## config.mk

```make
export PLATFORM = sky130hd
export DESIGN_NAME = irq_ctrl
export DESIGN_NICKNAME = d
export VERILOG_FILES = /design/src/rtl/irq_ctrl_pkg.sv /design/src/rtl/irq_sync_edge.sv /design/src/rtl/irq_ctrl.sv
export SDC_FILE = /design/constraint.sdc
export NUM_CORES = 1
export LEC_CHECK = 0
export ABC_AREA = 1
export BUFFER_PORTS_ARGS = -buffer_cell sky130_fd_sc_hd__buf_2
export CORE_UTILIZATION = 25
export CTS_BUF_LIST = sky130_fd_sc_hd__clkbuf_4 sky130_fd_sc_hd__clkbuf_8 sky130_fd_sc_hd__clkbuf_16
export DETAILED_ROUTE_END_ITERATION = 10
export GPL_TIMING_DRIVEN = 0
export PLACE_DENSITY = 0.6
export SYNTH_ARGS = -nofsm -noshare
export SYNTH_HDL_FRONTEND = slang
export SYNTH_SLANG_ARGS = --single-unit
```

## constraint.sdc

```tcl
create_clock -name clk -period 1.35 [get_ports clk]
set_clock_uncertainty 0.05 [all_clocks]
set_input_delay 0.135 -clock clk [delete_from_list [all_inputs] [get_ports clk]]
set_output_delay 0.135 -clock clk [all_outputs]
set_load 0.01 [all_outputs]
```

## src/rtl/irq_ctrl_pkg.sv

```systemverilog
`default_nettype none
// ============================================================================
// Module      : irq_ctrl_pkg
// Description : Register indices and reset values for the irq_ctrl block.
// Revision    : 1.0 - initial release
// ============================================================================
package irq_ctrl_pkg;

    localparam logic [2:0] REG_PENDING   = 3'd0;
    localparam logic [2:0] REG_ENABLE    = 3'd1;
    localparam logic [2:0] REG_MODE      = 3'd2;
    localparam logic [2:0] REG_POLARITY  = 3'd3;
    localparam logic [2:0] REG_ACTIVE_ID = 3'd4;

    localparam logic [7:0] ACTIVE_NONE   = 8'hFF;

    // Sized for the maximum of 8 lines; sliced down to N_IRQ at use.
    localparam logic [7:0] RST_PENDING   = 8'h00;
    localparam logic [7:0] RST_ENABLE    = 8'h00;
    localparam logic [7:0] RST_MODE      = 8'hFF;
    localparam logic [7:0] RST_POLARITY  = 8'hFF;

endpackage
`default_nettype wire

```

## src/rtl/irq_sync_edge.sv

```systemverilog
`default_nettype none
// ============================================================================
// Module      : irq_sync_edge
// Description : Per-line synchroniser, polarity normalisation and rising-edge
//               detector with history reload on configuration writes.
// Revision    : 1.0 - initial release
// ============================================================================
module irq_sync_edge #(
    parameter int SYNC_STAGES = 2
) (
    input  logic clk,
    input  logic rst,
    input  logic i_irq,
    input  logic i_pol,
    input  logic i_reload,
    input  logic i_reload_pol,
    output logic o_level,
    output logic o_rise
);

    logic [SYNC_STAGES-1:0] r_sync;
    logic                   r_prev;

    always_ff @(posedge clk) begin
        if (rst) begin
            r_sync <= '0;
            r_prev <= 1'b0;
        end else begin
            r_sync <= {r_sync[SYNC_STAGES-2:0], i_irq};
            // On a MODE/POLARITY write, preload history with the level the new
            // polarity will produce next cycle so no false edge appears.
            if (i_reload) begin
                r_prev <= r_sync[SYNC_STAGES-2] ~^ i_reload_pol;
            end else begin
                r_prev <= o_level;
            end
        end
    end

    assign o_level = r_sync[SYNC_STAGES-1] ~^ i_pol;
    assign o_rise  = o_level & ~r_prev;

endmodule
`default_nettype wire

```

## src/rtl/irq_ctrl.sv

```systemverilog
`default_nettype none
// ============================================================================
// Module      : irq_ctrl
// Description : Memory-mapped interrupt controller feeding the picoRV32 irq
//               vector: edge/level detection, pending, enable and priority.
// Revision    : 1.0 - initial release
// ============================================================================
module irq_ctrl
    import irq_ctrl_pkg::*;
#(
    parameter int N_IRQ       = 3,
    parameter int IRQ_BASE    = 5,
    parameter int SYNC_STAGES = 2
) (
    input  logic             clk,
    input  logic             reset,
    input  logic [N_IRQ-1:0] irq_in,
    input  logic             sel,
    input  logic             mem_valid,
    input  logic [2:0]       mem_addr,
    input  logic [31:0]      mem_wdata,
    input  logic [3:0]       mem_wstrb,
    output logic [31:0]      mem_rdata,
    output logic             mem_ready,
    input  logic [31:0]      eoi,
    output logic [31:0]      cpu_irq
);

    localparam logic ST_IDLE = 1'b0;
    localparam logic ST_ACK  = 1'b1;

    logic             r_state;
    logic             w_state_next;
    logic [2:0]       r_addr;
    logic [N_IRQ-1:0] r_pending;
    logic [N_IRQ-1:0] r_enable;
    logic [N_IRQ-1:0] r_mode;
    logic [N_IRQ-1:0] r_polarity;
    logic [31:0]      r_cpu_irq;

    logic             w_start;
    logic             w_wr;
    logic             w_wr_pend;
    logic             w_wr_en;
    logic             w_wr_mode;
    logic             w_wr_pol;
    logic             w_reload;
    logic [N_IRQ-1:0] w_pol_next;
    logic [N_IRQ-1:0] w_level;
    logic [N_IRQ-1:0] w_rise;
    logic [N_IRQ-1:0] w_clr;
    logic [N_IRQ-1:0] w_pending_next;
    logic [7:0]       w_active_id;
    logic [31:0]      w_rdata;
    logic [31:0]      w_irq_next;
    logic             w_unused;

    assign w_unused = ^{mem_wstrb[3:1], mem_wdata, eoi};

    // ---------------- bus FSM ----------------
    always_ff @(posedge clk) begin
        if (reset) begin
            r_state <= ST_IDLE;
            r_addr  <= 3'd0;
        end else begin
            r_state <= w_state_next;
            if (w_start) begin
                r_addr <= mem_addr;
            end
        end
    end

    always_comb begin
        w_state_next = r_state;
        case (r_state)
            ST_IDLE: if (w_start) w_state_next = ST_ACK;
            ST_ACK:  w_state_next = ST_IDLE;
            default: w_state_next = ST_IDLE;
        endcase
    end

    always_comb begin
        mem_ready = (r_state == ST_ACK);
    end

    assign w_start   = sel & mem_valid & ~mem_ready;
    assign w_wr      = w_start & mem_wstrb[0];
    assign w_wr_pend = w_wr & (mem_addr == REG_PENDING);
    assign w_wr_en   = w_wr & (mem_addr == REG_ENABLE);
    assign w_wr_mode = w_wr & (mem_addr == REG_MODE);
    assign w_wr_pol  = w_wr & (mem_addr == REG_POLARITY);
    assign w_reload  = w_wr_mode | w_wr_pol;
    assign w_pol_next = w_wr_pol ? mem_wdata[N_IRQ-1:0] : r_polarity;

    // ---------------- input conditioning ----------------
    for (genvar gi = 0; gi < N_IRQ; gi++) begin : g_line
        irq_sync_edge #(
            .SYNC_STAGES (SYNC_STAGES)
        ) u_sync_edge (
            .clk          (clk),
            .rst          (reset),
            .i_irq        (irq_in[gi]),
            .i_pol        (r_polarity[gi]),
            .i_reload     (w_reload),
            .i_reload_pol (w_pol_next[gi]),
            .o_level      (w_level[gi]),
            .o_rise       (w_rise[gi])
        );
    end

    // Edge lines: a new edge beats any simultaneous clear.
    always_comb begin
        w_clr = eoi[IRQ_BASE +: N_IRQ];
        if (w_wr_pend) begin
            w_clr = w_clr | mem_wdata[N_IRQ-1:0];
        end
        for (int i = 0; i < N_IRQ; i++) begin
            w_pending_next[i] = r_mode[i] ? (w_rise[i] | (r_pending[i] & ~w_clr[i]))
                                          : w_level[i];
        end
    end

    always_comb begin
        w_irq_next = '0;
        w_irq_next[IRQ_BASE +: N_IRQ] = r_pending & r_enable;
    end

    // ---------------- registers ----------------
    always_ff @(posedge clk) begin
        if (reset) begin
            r_pending  <= RST_PENDING[N_IRQ-1:0];
            r_enable   <= RST_ENABLE[N_IRQ-1:0];
            r_mode     <= RST_MODE[N_IRQ-1:0];
            r_polarity <= RST_POLARITY[N_IRQ-1:0];
            r_cpu_irq  <= '0;
        end else begin
            r_pending  <= w_pending_next;
            r_polarity <= w_pol_next;
            r_cpu_irq  <= w_irq_next;
            if (w_wr_en) begin
                r_enable <= mem_wdata[N_IRQ-1:0];
            end
            if (w_wr_mode) begin
                r_mode <= mem_wdata[N_IRQ-1:0];
            end
        end
    end

    assign cpu_irq = r_cpu_irq;

    // Lowest-numbered enabled pending line wins.
    always_comb begin
        w_active_id = ACTIVE_NONE;
        for (int i = N_IRQ - 1; i >= 0; i--) begin
            if (r_pending[i] & r_enable[i]) begin
                w_active_id = 8'(i);
            end
        end
    end

    always_comb begin
        w_rdata = '0;
        if (mem_ready) begin
            case (r_addr)
                REG_PENDING:   w_rdata[N_IRQ-1:0] = r_pending;
                REG_ENABLE:    w_rdata[N_IRQ-1:0] = r_enable;
                REG_MODE:      w_rdata[N_IRQ-1:0] = r_mode;
                REG_POLARITY:  w_rdata[N_IRQ-1:0] = r_polarity;
                REG_ACTIVE_ID: w_rdata[7:0]       = w_active_id;
                default:       w_rdata            = '0;
            endcase
        end
    end

    assign mem_rdata = w_rdata;

endmodule
`default_nettype wire

```

# --- After elaboration in Yosys (flattened, before gate mapping) ---
# Index checks and enable logic that the tools add are counted.
word_totals:
  regBits: 57
  latch_bits: 0
  mem_bits_rw: 0
  romBits: 0
  in_bits: 78
  wordCells: 74
  memories: 0
classes:
  n_addsub: 0
  multipliers: 0
  div: 0
  magnitude_cmp: 0
  n_eq_ne: 7
  shift: 0
  muxes: 16
  bitwise: 35
  n_reduce_logical: 2
op_table:
  columns: ["op", "n"]
  rows:
  - ["$mux 8", 4]
  - ["$and 1x1->1", 16]
  - ["$pmux 3 s5", 1]
  - ["$eq 3x2->1 const B", 4]
  - ["$mux 1", 7]
  - ["$not 1->1", 7]
  - ["$eq 3x1->1 const B", 2]
  - ["$logic_not 3->1", 2]
  - ["$mux 3", 2]
  - ["$xnor 1x1->1", 6]
  - ["$mux 5", 1]
  - ["$or 1x1->1", 4]
  - ["$and 3x3->3", 1]
  - ["$eq 3x3->1 const B", 1]
  - ["$or 3x3->3", 1]
  - ["$pmux 1 s2", 1]

# --- Depth between registers and ports, before layout ---
# Gate-level depths: netlist of run 1.
depth:
  ltp_word: 9
  ltp_mapped: 9

# --- Hierarchy ---
# A second synthesis of run 1 with hierarchy kept.
unflattened:
  hier_cells: 264
  area_unflattened_um2: 1825.5
modules_own_cells:
  columns: ["module", "instances", "cells_each", "area_each_um2"]
  rows:
  - ["irq_ctrl", 1, 195, 1405.1]
  - ["irq_sync_edge", 3, 23, 140.1]

# --- Worst setup path before layout of run 1 ---
# No wires, ideal clock.
synth_timing:
  kind: "reg-to-output"
  startpoint: "register r_addr[0]"
  endpoint: "output port mem_rdata[4]"
  arrival_time_ns: 1.187
  required_time_ns: 1.165
  slack_ns: -0.022
  stages_incl_launch_ff: 7
  cell_sequence: "dfxtp_1 inv_1 nand2_1 nor2_1 nand4_1 nor2_1 buf_4"
synth_via:
  elab_chain_len: 3
synth_rtl:
  columns: ["element", "line", "text"]
  rows:
  - ["start: declaration", "irq_ctrl.sv:34", "logic [2:0] r_addr;"]
  - ["start signal: assignment", "irq_ctrl.sv:68", "r_addr <= mem_addr;"]
  - ["$eq 3x3->1", "irq_ctrl.sv:164", "case (r_addr)"]
  - ["$mux 5", "irq_ctrl.sv:164", null]
  - ["$mux 8", "irq_ctrl.sv:163", "if (mem_ready) begin"]
  - ["end: declaration", "irq_ctrl.sv:23", "output logic [31:0] mem_rdata,"]
# No other way between the ends.

# --- Final worst setup path of run 1 ---
layout_timing:
  startpoint: "register r_addr[1]"
  endpoint: "output port mem_rdata[6]"
# Same word-level chain as after synthesis.

==> impl_summary.md, run 1 <==
Job
The tool flagged a number of max-cap violations equal to 0.

Clock network
The clock input transition at the sequential cells of the worst setup and hold paths is 0.09 ns. The H-tree depth is 1. The number of buffers inserted during clock tree synthesis is 3. Clock latency on the worst-skew pair, taken at its later pin, is 0.27 ns.

Counting along the longest clock path gives a buffer depth of 2. Counting every sink on the clock net gives 28. The cell at the root of the clock tree is sky130_fd_sc_hd__clkbuf_8. TritonCTS built the clock tree.

Synthesis
The synthesized design contains 0 enable-type register cells. The largest area contributor in the synthesized netlist is sky130_fd_sc_hd__dfxtp_1. The count of yosys warnings during synthesis is 0. In the synthesized netlist the dominant register cell turns out to be sky130_fd_sc_hd__dfxtp_1. Counting flops with an async set or reset pin after synthesis yields a share of 0%. The share of the synthesized area in the top cell type is 33.26%. The post-synthesis area per instance is 7.052 um2. The number of synthesized register bits is 28.

The cell count after synthesis is 239. The mapped netlist covers 1685 um2. Counting distinct cell types in the post-synthesis netlist gives 20.

By area the synthesized netlist is led by sky130_fd_sc_hd__dfxtp_1, sky130_fd_sc_hd__buf_4, sky130_fd_sc_hd__nand2_1. The post-synthesis sequential area ratio is 33.26%.

Pwr
The leakage power is 1.334 nW. The post-route total power is 1.962 mW. The power density normalized to cell area is 787.5 nW/um2. The worst-case vdd ir drop is 0.0003611 V.

Timing
Setup slack on the critical path of the routed design comes to -0.3094 ns. The part of the cycle the worst path needs is 122.9%. The normalized max-slew margin is 65.87%. The total count of max-transition violations in the final report came to 0. The slew at the pin closest to its max-slew limit is 0.5120 ns. The worst path in the final design needs a cycle of 1.659 ns, including I/O delays and setup. Setup repair after global routing could not meet its margin everywhere. Derived from the worst setup path, the maximum achievable clock frequency is 602.6 MHz. The final setup violation count is 9. The hold violation total from the final report came to 0.

Setup path
The type of the setup path with the least slack is reg -> out. Data arrives at the worst endpoint at 1.47 ns. Along the worst path, the maximum fanout reaches 5.

At the worst endpoint, the required time is 1.16 ns. The kind of start point of the critical path is a flop. The endpoint class of the critical path is an output pin.

Cells and area
The post-layout utilization of the core is 38.79%. The area growth from synthesis to layout is 47.81%. The library cells used most frequently in the layout, excluding fill and tap cells, are sky130_fd_sc_hd__buf_4, sky130_fd_sc_hd__conb_1, sky130_fd_sc_hd__nand2_1. The final net count is 417. The diode insertion count for antenna repair is 0.

The count of fill cells added during filler insertion is 668. The fraction of final layout cells sized beyond drive strength 1 is 39.94%. The most common library cell in the layout ignoring fill and taps is sky130_fd_sc_hd__buf_4. The area of all placed cells without fillers is 2491 um2.

Placement
The HPWL after detailed placement is 2799 um. The area of placed instances is 2120 um2. The last weighted congestion value of the routability-driven placer is 0.7800. Port buffering added 28 buffers. OpenSTA, run right after detailed placement, puts the worst setup slack at -0.1170 ns.

Routing
After detailed routing, the average wire length per cell comes to 8.824 um. The count of routing violations after the opening detailed-route iteration is 54. The via count is 1547.

Wires add up to 3662 um. The length of the first detailed-routing pass in iterations is 7. In the routed layout, each cell is associated on average with a via count of 3.728. In the routed design, unresolved DRC markers number 10. The number of routed nets with antenna violations is 0.

Global route
The number of global-route vias before repair is 1325. The layer flagged by global routing as most heavily used is met2. The final global-route overflow total is 0. The initial antenna violation count is 0. In the global route stage, overall resource usage came out at 10.18%. Global routing consumed, on the met2 layer, 18.63% of the routing resources. Entering global routing, the biggest net connects 17 pins. The wire length of the first global-routing pass is 5768 um. For met3 alone, demand over resource in global routing was 3.264%. The fraction of met1 tracks used by global routing is 11.44%.

Die
The height of the chip is 84.11 um. Once the floorplan was initialized, standard cells occupied 26.24% of the core. In this run the standard cell core region covers 6422 um2.

The floorplan die area is 7074 um2. The overall die width is 84.11 um. The total I/O pin count is 143. The row count is 29.

Outcome
The run finished, with violations left. The checks that failed: design-rule violations, negative setup slack.

Worst hold path
In this run the worst hold path is classified as in -> reg.
[per-stage QoR]
stage	instances	hold WS, ns	TNS, ns
after floorplan	291	0.1920	0
after global placement	396	0.2877	-0.4320
after detailed placement	396	0.2925	-0.5730
after CTS	411	0.07550	-2.196
after global routing	415	0.06855	-3.411
final	415	0.07717	-2.298
[path summary, 6_finish.rpt]
kind	depth (start not counted)	to	slack (ns)	startpoint
max	7	mem_rdata[6]	-0.31	r_addr[1]
min	4	r_pending[0]	0.08	eoi[5]
min reg2reg	2	g_line[1].u_sync_edge.r_sync[1]	0.40	g_line[1].u_sync_edge.r_sync[0]
max reg2reg	8	g_line[1].u_sync_edge.r_prev	0	mem_ready
[Yosys cell counts, types with 2 or more instances]
master and count:
sky130_fd_sc_hd__inv_1 21, sky130_fd_sc_hd__clkbuf_1 2, sky130_fd_sc_hd__nand3_1 19, sky130_fd_sc_hd__a21oi_1 14, sky130_fd_sc_hd__nor3_1 3, sky130_fd_sc_hd__o211ai_1 3, sky130_fd_sc_hd__xor2_1 3, sky130_fd_sc_hd__dfxtp_1 28
sky130_fd_sc_hd__a21o_1 3, sky130_fd_sc_hd__nand2_1 45, sky130_fd_sc_hd__buf_4 57, sky130_fd_sc_hd__o21ai_0 5, sky130_fd_sc_hd__nor2_1 29
[sequential cells by signal, indices dropped and copies added, names as in the netlist]
name,flops
r_pending,3
r_mode,3
r_polarity,3
mem_ready,1
cpu_irq,3
r_enable,3
g_line.u_sync_edge.r_sync,6
g_line.u_sync_edge.r_prev,3
r_addr,3
[metal layers]
metal	routed length, um	share of wire (%)
met4	19	0.52
met5	0	0
met2	1823	50
met1	1576	43
met3	242	6.6
[report_power, final]
group          total (mW)  leakage, nW  internal [mW]  switching, mW
Combinational       0.424         1.07          0.203          0.221
Clock               0.662       0.0357          0.397          0.265
Sequential          0.875        0.230          0.853         0.0224
Total                1.96         1.33           1.45          0.508
[worst max-delay path, stage by stage, from the launching register on]
cell,delay (ns)
sky130_fd_sc_hd__dfxtp_2,0.35
sky130_fd_sc_hd__inv_4,0.09
sky130_fd_sc_hd__nand2_4,0.06
sky130_fd_sc_hd__nor2_4,0.09
sky130_fd_sc_hd__nand4_1,0.17
sky130_fd_sc_hd__nor2_4,0.23
sky130_fd_sc_hd__buf_6,0.13
sky130_fd_sc_hd__buf_6,0.09
[logic make-up (layout without fill, tap and decap cells)]
family / after synthesis / after routing / synth area share, %
AND/OR/NAND/NOR: 100 / 100 / 25.46
other: 1 / 53 / 0.2225
flip-flops: 28 / 28 / 33.26
XOR/XNOR: 3 / 3 / 1.559
buffers and inverters: 81 / 128 / 30.74
AO/OA/AOI/OAI: 26 / 26 / 8.760
[layout make-up]
cell class                      count  area [um2]  share of cell area (%)
Inverter                           22       87.58                   3.516
Multi-Input combinational cell    182       922.1                   37.02
Sequential cell                    28       568.0                   22.80
Clock buffer                        3       41.29                   1.657
Buffer                             59       450.4                   18.08
Timing Repair Buffer               43       295.3                   11.85
Tap cell                           77       96.34                   3.867
Clock inverter                      1       30.03                   1.205
[what timing repair did]
action                                 CTS  global route
resized for setup                       23            26
hold buffers                             3             0
buffers inserted                         8             4
setup endpoints to repair               15            19
pin swaps                                5            17
endpoints found under the hold margin    3             0
Note: power is estimated with default switching activity, not from simulation.
==> run 2, diff against run 1 <==
==> constraint.sdc (replaced) <==
create_clock -name clk -period 1.35 [get_ports clk]
set_clock_uncertainty 0.05 [all_clocks]
set_input_delay 0 -clock clk [delete_from_list [all_inputs] [get_ports clk]]
set_output_delay 0 -clock clk [all_outputs]
set_load 0.01 [all_outputs]
==> run 2 against run 1 <==
The flow still finishes with violations (design-rule violations, negative setup slack). Via count is 2.7% higher. Wire length is 4.6% higher. Total power is 5.6% lower. Core utilization is 0.82 points higher. Sequential power hardly changed. Clock-buffer cell count is 1 higher. Die area stayed put. Combinational power is 4% higher.
==> impl_summary.md, run 2 (same netlist as run 1, synthesis figures left out) <==
Setup path
Grouping stages by cell kind, the critical path spends the most delay in simple AND/OR/NAND/NOR gates. Walking the worst path, the cells encountered are inv_4, nand2_4, nor2_4, nand4_1, nor2_4, buf_4, buf_6. On the critical path, the stage with the largest delay is an instance of sky130_fd_sc_hd__dfxtp_2.

The kind of start point of the critical path is a flop. The worst stage delay on the critical path is 0.35 ns. The worst setup path is captured at an output pin.

Data on the critical path is required at its endpoint by 1.30 ns. The worst setup path is of the reg -> out kind. The buffering stage count on the worst path with inverters included is 3. Among the stages of the critical path, the cell type that occurs most often is sky130_fd_sc_hd__nor2_4. Of all nets on the critical path, the largest fanout is 5. The arrival time at the worst endpoint is 1.44 ns.

Timing
The worst hold slack is 0.02915 ns. The final setup violation count is 9. The total count of max-transition violations in the final report is 0.

The hold violation total from the final report is 0. Setup repair after global routing could not meet its margin everywhere. The normalized max-slew margin is 65.82%. Subtracting the final worst setup slack from the clock period gives 1.490 ns. The setup slack after layout is -0.1398 ns. Dividing the final minimum period by the clock period gives 110.4%. The maximum achievable frequency is 671.2 MHz.

The slew at the pin closest to its max-slew limit is 0.5127 ns.

Cells and area
The final non-filler cell total is 419. Counting flops per register, the top entry is g_line.u_sync_edge.r_sync. The most common library cell in the layout ignoring fill and taps is sky130_fd_sc_hd__buf_4. The number of antenna diodes in the final layout is 0. The flip-flop count of the largest register, all copies and words added is 6.

In the layout the commonest cells are sky130_fd_sc_hd__buf_4, sky130_fd_sc_hd__conb_1, sky130_fd_sc_hd__nand2_1. The fraction of final layout cells sized beyond drive strength 1 is 40.06%. The final net count is 421. The layout-stage area growth over the synthesis result is 50.93%.

Pwr
The power density normalized to cell area is 728.1 nW/um2. Summed over all nets, the switching power comes to 524.8 uW. The fraction of power spent switching nets is 28.33%. The proportion of power drawn by combinational gates is 23.7%. The post-route total power is 1.852 mW. Registers are responsible for 47.3% of the overall power. The clock network is responsible for 28.9% of the overall power. Summed over all cells, the static leakage comes to 1.345 nW.

The internal portion of total power is 1.327 mW. VDD sags by at most 0.0003788 V.

Job
The tool flagged a number of max-cap violations equal to 0.

Global route
Entering global routing, the biggest net connects 16 pins. The initial antenna violation count was 0. The final global-route overflow total is 0. The first global-routing pass estimated 6030 um of wire.

Global routing used 10.55% of the available tracks. The number of global-route vias before repair was 1394.

Routing
The count of routing violations after the opening detailed-route iteration is 51. After detailed routing, the average wire length per cell comes to 9.138 um. The count of nets left with antenna violations once routing finished came out at 0. Before antenna repair, the detailed router went through 8 iterations. The routed design has 3829 um of wire. The number of DRC violations after detailed routing is 14. Dividing the detail-routed via count by the number of cells gives 3.790. The via count is 1588.

Die
From bottom edge to top edge, the die measures 84.11 um. The initial cell density of the core is 26.24%. After floorplanning, the core was divided into 29 placement rows. The die covers 7074 um2. After floorplanning, the core was sized to cover 6422 um2. The total I/O pin count is 143.

The die is 84.11 um wide.

Placement
Port buffering added 28 buffers. Detailed placement finished with a half-perimeter wire length of 2780 um. Routability-driven placement finished with a final weighted congestion of 0.7783. The worst slack at placement is -0.05299 ns. Counting tap cells, the placed design contains a total of 396 instances.

Outcome
The checks that failed: design-rule violations, negative setup slack. The flow ran to the end, but the final reports show violations.

Clock network
For this design, the sink count on the clock tree is 28. In this run the number of H-tree levels came out at 1. The number of buffers on the longest clock path is 2.

The clock input transition at the sequential cells of the worst setup and hold paths is 0.10 ns. The clock insertion delay at the later pin of the skew report is 0.28 ns. The TritonCTS clock tree is done. The cell at the root of the clock tree is sky130_fd_sc_hd__clkbuf_8. Clock tree synthesis inserted a total of 3 buffers.

Worst hold path
The tightest min-delay check is of the in -> reg type.
## run 2: changes by cell type in the layout (fill, tap and decap cells not counted), sizes merged
cell / before / now
clkbuf: 5 / 6
buf: 97 / 93
bufinv: 1 / 0
dlygate4sd3: 3 / 11
## run 2: tightest hold or removal path, cell delays in order
cell	delay, ns
sky130_fd_sc_hd__buf_2	0.09
sky130_fd_sc_hd__inv_1	0.13
sky130_fd_sc_hd__nand3_1	0.11
## run 2: timing repair
action | in CTS | in global routing
setup buffers | 4 | 4
hold buffers | 10 | 1
pin swaps | 3 | 18
gates resized for setup | 16 | 38
endpoints found under the hold margin | 10 | 1
gates cloned | 0 | 0
endpoints found under the setup margin | 14 | 20
## run 2: final cells by class
type | instances | area, um2
Inverter | 22 | 90.09
Fill cell | 676 | 3879
Multi-Input combinational cell | 182 | 955.9
Tap cell | 77 | 96.34
Timing Repair Buffer | 47 | 339.1
Clock buffer | 4 | 55.05
Sequential cell | 28 | 568.0
Buffer | 59 | 439.2
## run 2: final timing paths
check	slack (ns)	cells past startpoint	from	endpoint
min	0.03	3	reset	r_polarity[1]
max reg2reg	0	8	mem_ready	g_line[1].u_sync_edge.r_prev
min reg2reg	0.43	2	g_line[0].u_sync_edge.r_sync[0]	g_line[0].u_sync_edge.r_sync[1]
max	-0.14	7	r_addr[1]	mem_rdata[4]
## run 2: power groups by stage
stage	registers (mW)	logic, mW	clock network [mW]
2_1_floorplan	0.885	0.286	0
3_3_place_gp	0.887	0.348	0
3_5_place_dp	0.888	0.349	0
4_1_cts	0.872	0.391	0.549
5_1_grt	0.881	0.484	0.598
6_report	0.877	0.439	0.536
## run 2: layer usage
metal  wire [um]  track usage (%)  vias to the layer above
li1            -                -                      850
met1        1584            12.10                      675
met2        1934            19.23                       58
met3         274            2.868                        5
met4          36            2.821                        0
met5           0                0                        -
## run 2: per-stage QoR
step,utilization (%),TNS (ns),cell area (um2)
floorplan,-,0,1881
global placement,32.96,-0.02278,2117
detailed placement,32.96,-0.2078,2117
CTS,36.65,-1.353,2354
global route,39.61,-2.204,2544
finish,39.61,-0.9412,2544
==> run 3, diff against run 2 <==
--- a/config.mk
+++ b/config.mk
@@ -5,7 +5,6 @@
 export SDC_FILE = /design/constraint.sdc
 export NUM_CORES = 1
 export LEC_CHECK = 0
-export ABC_AREA = 1
 export BUFFER_PORTS_ARGS = -buffer_cell sky130_fd_sc_hd__buf_2
 export CORE_UTILIZATION = 25
 export CTS_BUF_LIST = sky130_fd_sc_hd__clkbuf_4 sky130_fd_sc_hd__clkbuf_8 sky130_fd_sc_hd__clkbuf_16
==> run 3 against run 2 <==
Critical path depth shrank 2. Sequential power decreased by 1%. Largest power group unchanged. Via count down 11%. Critical endpoint is now mem_rdata[5]. Register-to-register slack got worse by 0.09 ns. The flow finishes with violations (negative setup slack). Largest cell class unchanged.
==> impl_summary.md, run 3 <==
Outcome
The run finished, with violations left. The final reports fail on negative setup slack.

Cells and area
The filler cells instantiated in the layout total 695. The register with the most flip-flops in the layout has 6 of them. Of the cells placed in the final design, the portion with a size suffix greater than 1 is 41.69%. From synthesis to final layout, the design area changed by 45.60%. The area of all placed cells without fillers is 2569 um2.

The post-layout utilization of the core is 37.81%. At the end of the flow, the number of nets in the layout was 374. Registers take 570.5 um2. In the layout the commonest cells are sky130_fd_sc_hd__buf_4, sky130_fd_sc_hd__conb_1, sky130_fd_sc_hd__dfxtp_1. The area occupied by multi-input gates is 977.2 um2.

Counting flops per register, the top entry is g_line.u_sync_edge.r_sync. The diode insertion count for antenna repair is 0. The library cell used most frequently in the layout, excluding fill and tap cells, is sky130_fd_sc_hd__buf_4.

Synthesis
For this run, the number of Yosys warnings is 0. Counting instances in the post-synthesis netlist gives the leading cell types as sky130_fd_sc_hd__buf_4, sky130_fd_sc_hd__dfxtp_1, sky130_fd_sc_hd__a21oi_1, sky130_fd_sc_hd__nor2_1, sky130_fd_sc_hd__nand2_1. The parity-gate share of the synthesized area counting xor and xnor cells is 1.489%. The post-synthesis sequential area ratio is 31.77%. In the post-synthesis netlist, the cell with the most instances is sky130_fd_sc_hd__buf_4.

Summing the areas of all compound-gate instances in the mapped netlist gives 13.48% of the synthesized area. The total standard cell area after synthesis is 1764 um2. The post-synthesis area per instance is 9.141 um2. The portion of synthesized area spent on multiplexers is 7.234%. After Yosys synthesis, full adders, half adders and majority gates account for 0% of the synthesized area. Counting flops and latches in the post-synthesis netlist gives 28. After synthesis, the netlist uses 34 different library cells. The top cell type by area accounts for 31.77% of the synthesized area. The dominant combinational cell family by area after synthesis is buffers and inverters. For this run, asynchronously set or reset flops after synthesis account for 0%. In the synthesized netlist the dominant register cell turns out to be sky130_fd_sc_hd__dfxtp_1.

After synthesis, the cell types taking the most area are sky130_fd_sc_hd__dfxtp_1, sky130_fd_sc_hd__buf_4, sky130_fd_sc_hd__mux4_2. The largest total area in the synthesized netlist belongs to sky130_fd_sc_hd__dfxtp_1. The synthesized netlist devotes 18.37% of its cell area to simple gates. The number of flops mapped to enable cells by yosys is 0. The cell count after synthesis is 193.

Timing
Setup slack on the critical path of the routed design comes to -0.2868 ns. The total count of max-transition violations in the final report came to 0. For the finished layout, the period the worst path requires is 1.637 ns.

Setup repair after global routing could not meet its margin everywhere. The final setup violation count is 11. The maximum achievable frequency is 611.0 MHz. The hold violation total from the final report is 0. After layout, the worst path uses 121.2% of the clock period.

Global route
The overall track demand over capacity in global routing is 10.78%. The final global-route overflow total is 0. The first global-routing pass estimated 6113 um of wire.

The pin count of the biggest net entering global routing is 17. The number of global-route vias before repair is 1335. The initial antenna violation count is 0.

Placement
Routability-driven placement finished with a final weighted congestion of 0.8087. Buffers placed on the I/O ports in this run total 25. After legalization and detailed placement, the total HPWL measured 2728 um. The area of placed instances is 2206 um2.

Clock network
The number of buffers on the longest clock path is 2. The later pin in the worst-skew pair is clocked with a latency of 0.28 ns. The H-tree depth is 1. The TritonCTS clock tree is done. The count of clock tree sinks is 28. CTS placed an instance of sky130_fd_sc_hd__clkbuf_8 at the clock tree root. The clock input transition at the sequential cells of the worst setup and hold paths is 0.10 ns. The number of buffers inserted during clock tree synthesis is 3.

Die
The floorplan step defined a die boundary enclosing 7397 um2. The core region is 6794 um2. 143 I/O pins were placed. The die is 86.01 um tall. The row count is 30. The initial cell density of the core is 25.97%. The overall die width is 86.01 um.

Worst hold path
The path type of the worst min-delay path is in -> reg.

Setup path
The critical path startpoint is r_enable[0]. The biggest fanout along the worst timing path is 5. The worst setup path is captured at an output pin. Across all register-to-register paths, the minimum setup slack is -0.09 ns. The startpoint identified for the worst register-to-register timing path is mem_ready. The worst setup path is launched from a flop. The worst register-to-register path ends at g_line[1].u_sync_edge.r_prev.

For the worst setup path, the data required time is 1.30 ns. At the worst endpoint, the arrival time is 1.59 ns. Traced cell by cell, the critical path runs through a211o_1, and3b_1, and3_4, buf_4, buf_6. The capture point of the worst path is mem_rdata[5]. The number of cells on the worst reg-to-reg path is 5. Among all stages on the critical path, the largest delay is contributed by sky130_fd_sc_hd__dfxtp_2. For this run, the slowest stage of the critical path takes 0.35 ns. The critical path in this run is classified as reg -> out.

Routing
The routed layout has 1418 vias. In this run, the number of DRC markers left after iteration 0 of detailed routing was 65. The routed length per placed instance is 9.724 um.

Once detail routing completed, the nets flagged for antenna violations numbered 0. After detailed routing, the total wire length is 3802 um. The length of the first detailed-routing pass in iterations is 4. In the routed design, unresolved DRC markers number 0. The per-cell via count in the routed design is 3.627.

Pwr
IR analysis of the VDD net gives a maximum drop of 0.0006035 V. Overall power consumption after layout is estimated at 1.965 mW. Power spread over the standard cell area amounts to 765.2 nW/um2.

For this design the static power due to leakage is 1.252 nW.

Job
The tool flagged a number of max-cap violations equal to 0.
==> run 3: per-layer routing <==
metal	global-route usage, %	wire length [um]	part of all wire (%)
met5	0	0	0
met2	18.69	1755	46
met3	3.080	260	6.8
met1	12.48	1734	46
met4	4.242	51	1.3
==> run 3: power breakdown <==
part / internal, mW / leakage [nW] / total (mW) / switching, mW
combinational: 0.222 / 0.985 / 0.422 / 0.199
sequential: 0.848 / 0.231 / 0.867 / 0.0192
clock: 0.398 / 0.0357 / 0.677 / 0.279
total: 1.47 / 1.25 / 1.97 / 0.497
==> run 3: critical path: cells and delay by family (launching register included) <==
family / cells / cell delay [ns]
DFF: 1 / 0.35
AOI/OAI and AO/OA: 1 / 0.31
and+or+nand+nor: 2 / 0.44
buffers and inverters: 2 / 0.20
==> run 3: how the worst min path moves through the flow <==
stage,start,end,slack (ns),depth (start not counted)
floorplan,irq_in[0],g_line[0].u_sync_edge.r_sync[0],0.08,1
global placement,irq_in[2],g_line[2].u_sync_edge.r_sync[0],0.16,2
detailed placement,irq_in[1],g_line[1].u_sync_edge.r_sync[0],0.16,2
CTS,mem_addr[1],g_line[0].u_sync_edge.r_prev,0.02,3
global route,mem_addr[1],g_line[0].u_sync_edge.r_prev,0.02,3
finish,mem_addr[0],r_mode[2],0.04,3
==> run 3: kinds of logic (layout without fill, tap and decap cells) <==
kind of cell,count (synthesis),in the layout
AOI/OAI and AO/OA,33,33
DFF,28,28
xor gates and xnor gates,3,3
muxes,9,9
buffers and inverters,67,117
other,1,53
and+or+nand+nor,52,52
==> run 3: per-stage QoR <==
step / setup TNS (ns) / setup slack [ns] / std cells / hold slack (ns)
after global placement: -0.6659 / -0.08936 / 366 / 0.1605
after detailed placement: -0.9525 / -0.1149 / 366 / 0.1616
after CTS: -2.539 / -0.3007 / 391 / 0.01734
after floorplan: -0.01687 / -0.005624 / 245 / 0.07818
after global routing: -3.135 / -0.3627 / 391 / 0.02482
final: -2.288 / -0.2868 / 391 / 0.03522
==> run 3: final cells by class <==
| type | count | area share (%) |
|---|---|---|
| Tap cell | 96 | 4.676 |
| Clock inverter | 1 | 1.169 |
| Buffer | 63 | 18.27 |
| Timing Repair Buffer | 46 | 13.44 |
| Inverter | 4 | 0.5845 |
| Multi-Input combinational cell | 150 | 38.04 |
| Clock buffer | 3 | 1.607 |
| Sequential cell | 28 | 22.21 |
==> run 3: timing repair <==
action,in CTS,in global routing
setup buffers,9,0
setup endpoints to repair,19,22
pin swaps,4,5
hold endpoints to repair,15,0
hold buffers,12,0
gates resized for setup,11,12
